## src/rtl/ysyx_24110006_pkg.sv

```systemverilog
// Shared definitions for the ysyx_24110006 core: widths, reset PC and
// write-back stage state encodings.
package ysyx_24110006_pkg;

  localparam int XLEN   = 32;
  localparam int GPR_AW = 5;

  localparam logic [XLEN-1:0] DEF_RESET_PC = 32'h8000_0000;

  typedef enum logic [1:0] {
    ST_IDLE = 2'd0,
    ST_WB   = 2'd1,
    ST_NPC  = 2'd2
  } wbu_state_e;

  // Sequential PC wraps modulo 2^32, so 32'hFFFF_FFFC falls through to 0.
  function automatic logic [XLEN-1:0] calc_npc(
    input logic            jump,
    input logic [XLEN-1:0] pc,
    input logic [XLEN-1:0] upc
  );
    logic [XLEN-1:0] w_seq;
    w_seq = pc + 32'd4;
    return jump ? upc : w_seq;
  endfunction

endpackage

```

## src/rtl/wbu_commit.sv

```systemverilog
// Write-back/commit stage: accepts one executed instruction, pulses GPR/CSR
// writes and a retire strobe, then offers the next PC to the IFU.
module wbu_commit
  import ysyx_24110006_pkg::*;
#(
  parameter logic [XLEN-1:0] RESET_PC = DEF_RESET_PC,
  parameter int              CNT_W    = 64
) (
  input  logic              i_clock,
  input  logic              i_reset,
  input  logic              i_valid,
  output logic              o_ready,
  input  logic [XLEN-1:0]   i_pc,
  input  logic [XLEN-1:0]   i_upc,
  input  logic              i_jump,
  input  logic [XLEN-1:0]   i_result,
  input  logic [XLEN-1:0]   i_csr_rdata,
  input  logic              i_result_t,
  input  logic              i_reg_wen,
  input  logic [GPR_AW-1:0] i_reg_rd,
  input  logic              i_csr_wen,
  output logic              o_rf_wen,
  output logic [GPR_AW-1:0] o_rf_waddr,
  output logic [XLEN-1:0]   o_rf_wdata,
  output logic              o_csr_wen,
  output logic [XLEN-1:0]   o_csr_wdata,
  output logic              o_npc_valid,
  input  logic              i_npc_ready,
  output logic [XLEN-1:0]   o_npc,
  output logic              o_commit,
  output logic [CNT_W-1:0]  o_inst_cnt
);

  localparam logic [CNT_W-1:0] CNT_ONE = {{(CNT_W-1){1'b0}}, 1'b1};

  wbu_state_e       r_state;
  logic [XLEN-1:0]  r_pc;
  logic [XLEN-1:0]  r_upc;
  logic             r_jump;

  assign o_ready = (r_state == ST_IDLE);

  // Commit FSM; GPR/CSR data are captured straight into their output registers
  // at acceptance so they are valid throughout WB and hold afterwards.
  always_ff @(posedge i_clock or negedge i_reset) begin
    if (!i_reset) begin
      r_state     <= ST_IDLE;
      r_pc        <= '0;
      r_upc       <= '0;
      r_jump      <= 1'b0;
      o_rf_wen    <= 1'b0;
      o_rf_waddr  <= '0;
      o_rf_wdata  <= '0;
      o_csr_wen   <= 1'b0;
      o_csr_wdata <= '0;
      o_npc_valid <= 1'b0;
      o_npc       <= RESET_PC;
      o_commit    <= 1'b0;
      o_inst_cnt  <= '0;
    end else begin
      o_rf_wen  <= 1'b0;
      o_csr_wen <= 1'b0;
      o_commit  <= 1'b0;
      case (r_state)
        ST_IDLE: begin
          if (i_valid) begin
            r_pc        <= i_pc;
            r_upc       <= i_upc;
            r_jump      <= i_jump;
            o_rf_wen    <= i_reg_wen && (i_reg_rd != 5'd0);
            o_rf_waddr  <= i_reg_rd;
            o_rf_wdata  <= i_result_t ? i_csr_rdata : i_result;
            o_csr_wen   <= i_csr_wen;
            o_csr_wdata <= i_result;
            o_commit    <= 1'b1;
            r_state     <= ST_WB;
          end else begin
            r_state     <= ST_IDLE;
          end
        end
        ST_WB: begin
          o_npc       <= calc_npc(r_jump, r_pc, r_upc);
          o_npc_valid <= 1'b1;
          o_inst_cnt  <= o_inst_cnt + CNT_ONE;
          r_state     <= ST_NPC;
        end
        ST_NPC: begin
          if (i_npc_ready) begin
            o_npc_valid <= 1'b0;
            r_state     <= ST_IDLE;
          end else begin
            r_state     <= ST_NPC;
          end
        end
        default: begin
          o_npc_valid <= 1'b0;
          r_state     <= ST_IDLE;
        end
      endcase
    end
  end

endmodule

```

## config.mk

```make
export PLATFORM = sky130hd
export DESIGN_NAME = wbu_commit
export DESIGN_NICKNAME = d
export VERILOG_FILES = /design/src/rtl/ysyx_24110006_pkg.sv /design/src/rtl/wbu_commit.sv
export SDC_FILE = /design/constraint.sdc
export NUM_CORES = 1
export LEC_CHECK = 0
export CAP_MARGIN = 25
export CORE_MARGIN = 4
export CORE_UTILIZATION = 40
export CTS_BUF_LIST = sky130_fd_sc_hd__clkbuf_16
export CTS_CLUSTER_DIAMETER = 150
export DETAILED_ROUTE_END_ITERATION = 8
export PLACE_DENSITY = 0.74
export SKIP_LAST_GASP = 1
export SLEW_MARGIN = 15
export SYNTH_ARGS = -nofsm -noshare
export SYNTH_HDL_FRONTEND = slang
export SYNTH_SLANG_ARGS = --single-unit
export TNS_END_PERCENT = 30
```

## constraint.sdc

```tcl
create_clock -name i_clock -period 2.15 [get_ports i_clock]
set_input_delay 0.3225 -clock i_clock [delete_from_list [all_inputs] [get_ports i_clock]]
set_output_delay 0.3225 -clock i_clock [all_outputs]
set_load 0.05 [all_outputs]
```

==> reports/qor.yml <==
outcome: "completed"
dpl_cell_area_um2: 14000
cts_tree: "done"
setup_viol: 0
grt_use_total: 0.194
tightestPinTransition_ns: 0.580
finalSetupTns_ns: 0
power_frac_comb: 0.455
hold_viol_final: 0
clockBufferDepth: 3
slew_violations: 0
critPathKind: "register to output port"
swShare: 0.416
drtAntennaViolNets: 0
cp-end-kind: "output port"
hold_class: "input port to asynchronous set/reset pin"
diodes: 0
core_um2: 25200
p_seq_frac: 0.336
syn_nets: 1006
synth_cell_types: 37
layout_common_cells: "clkdlybuf4s50_1 (292), dfrtp_1 (216), mux2_2 (103)"
slew_headroom: 0.612
final_common_cell: "clkdlybuf4s50_1"
ys_top_cells_by_area: "dfrtp_1 (57%), mux2_2 (11%), xnor2_1 (4.4%), mux2i_1 (3.7%), xor2_1 (3.3%)"
io-pin-count: 311
p_per_area_nw_per_um2: 1450
drv_cap: 0
wl_per_cell_um: 18.3
n_fill_cell: 2061
crit_fanout: 5
pre_cts_ws_ns: 0.0431
place.gp.congestion: 0.843
dieWidth_um: 168
startpoint: "o_inst_cnt[4]"
p_sw_w: 0.00900
critical_path_arrival_ns: 1.82
clockPowerShare: 0.209
drt_iter0_markers: 478
place_hpwl_um: 20700
syn2layout_area_growth_pct: 45.7
h-tree-depth: 1
ys_seq_area_frac: 0.575
holdWs_ns: 0.348
io_buffers: 310
critPathMaxStageDelay_ns: 0.80
synth_area_leader_cell: "dfrtp_1"
cts-root-buf: "clkbuf_16"
drive_above_1_share: 0.181
rows: 58
rsz0062_at_grt: "true"
numClockSinks: 235
die_h_um: 168
ys_warn_count: 0
worstPathRequired_ns: 1.83
synth_ff_type: "dfrtp_1"
insertion_delay_ns: 0.51
start_util: 0.406
finalClockSkew_ns: 0.00852
viasPerCell: 5.15
start_kind: "register"
synth_top_area_frac: 0.572
postSynthCellCount: 863
finalWorstSetupSlack_ns: 0.0114
grt_antenna_before_repair: 1
vdd_drop_max_mv: 0.959
timing.fmax_mhz: 468
final_util: 0.592
crit_slowest_cell: "clkdlybuf4s50_1"
ff2ff_path_depth: 5
intPower_w: 0.0126
firstDrtPassIters: 5
cts_inserted_buffers: 26
p_leak_nw: 6.38
final_nets: 1341
grt_pass1_wl_um: 45000
die-area_um2: 28200
postLayoutCellArea_um2: 14900
grt_pass1_vias: 8122
drc: 0
syn_area_um2: 10200
period_needed_ns: 2.14
avgSynthCellArea_um2: 11.9
cp_cell_sequence: "buf_4, clkdlybuf4s50_1"
cts.clk_slew.worst_paths_ns: 0.06
fin_crit_sh: 0.995
dr_total_vias: 7966
async_flop_share: 1.00
grt_overflow: 0
ys_seq_elements: 235
grt_max_degree: 73
routed_wl_um: 28300
rr_startpoint: "r_state[1]"
synth_edf_count: 0
final cells by class:
class                           instances  area [um^2]  area share
Clock buffer                           27          676      0.0453
Inverter                                2         7.51    0.000504
Timing Repair Buffer                  350         3490       0.234
Clock inverter                         21          191      0.0128
Sequential cell                       235         5900       0.396
Tap cell                              330          413      0.0277
Multi-Input combinational cell        583         4220       0.283
kinds of logic (layout without fill, tap and decap cells):
family | count (synthesis) | in the layout | share of synthesized area
and+or+nand+nor | 257 | 257 | 0.130
DFF | 235 | 235 | 0.575
muxes | 141 | 141 | 0.151
AOI/OAI and AO/OA | 93 | 93 | 0.0482
xor gates and xnor gates | 90 | 90 | 0.0771
buffers and inverters | 45 | 400 | 0.0169
adders and majority gates | 2 | 2 | 0.00245
worst max-delay path: cells and delay by family (launching register included):
kind,cells,cell delay [ns]
buf+inv,2,0.94
flops,1,0.36
through the flow:
stage	total power (W)	instances
floorplan	0.0136	863
global placement	0.0170	1496
detailed placement	0.0172	1496
CTS	0.0218	1545
global route	0.0227	1548
finish	0.0216	1548
flip-flops by register name, summed over array words and instances, names as in the netlist:
signal / cells
o_inst_cnt: 64
o_csr_wen: 1
o_npc_valid: 1
r_state: 2
r_pc: 32
r_jump: 1
o_npc: 32
r_upc: 32
o_csr_wdata: 32
o_rf_wen: 1
o_rf_waddr: 5
o_rf_wdata: 32
synthesized netlist by cell type (3+ instances only):
cell / n
nor4_1: 7
nand3_1: 41
and4_1: 13
nor2_1: 70
clkbuf_1: 31
mux2i_1: 38
nand4_1: 29
xor2_1: 39
nor3_1: 9
o21ai_0: 18
a21oi_1: 57
mux2_2: 103
dfrtp_1: 234
buf_1: 9
o22ai_1: 15
and2_1: 3
nand2_1: 44
and3_1: 25
xnor2_1: 51
or3_1: 3
buf_2: 3
metal layers:
layer	wire length, um	global-route usage
met5	13	0
met4	579	0.0466
met3	1860	0.0383
met2	13600	0.314
met1	12200	0.271
worst paths after layout:
kind | end | slack [ns]
setup / recovery | o_inst_cnt[4] | 0.01
hold / removal | o_inst_cnt[18] | 0.35
setup reg to reg | o_inst_cnt[35] | 0.10
hold reg to reg | o_inst_cnt[63] | 0.47
max in group asynchronous | o_npc[31] | 1.09
min in group i_clock | o_rf_wen | 0.35
power groups by stage:
stage / Combinational, W / Sequential, W / Clock, W
after global placement: 0.00978 / 0.00726 / 0
after detailed placement: 0.00989 / 0.00733 / 0
after CTS: 0.00991 / 0.00728 / 0.00462
after global routing: 0.0104 / 0.00752 / 0.00481
after floorplan: 0.00298 / 0.0106 / 0
final: 0.00984 / 0.00727 / 0.00452
what timing repair did:
action                                  CTS  global route
hold buffers                              1             0
gates resized for setup                   5            12
endpoints found under the hold margin    53             0
buffers inserted                          0             3
pin swaps                                 0             4
endpoints found under the setup margin   17            44
(Power assumes the default switching activity.)
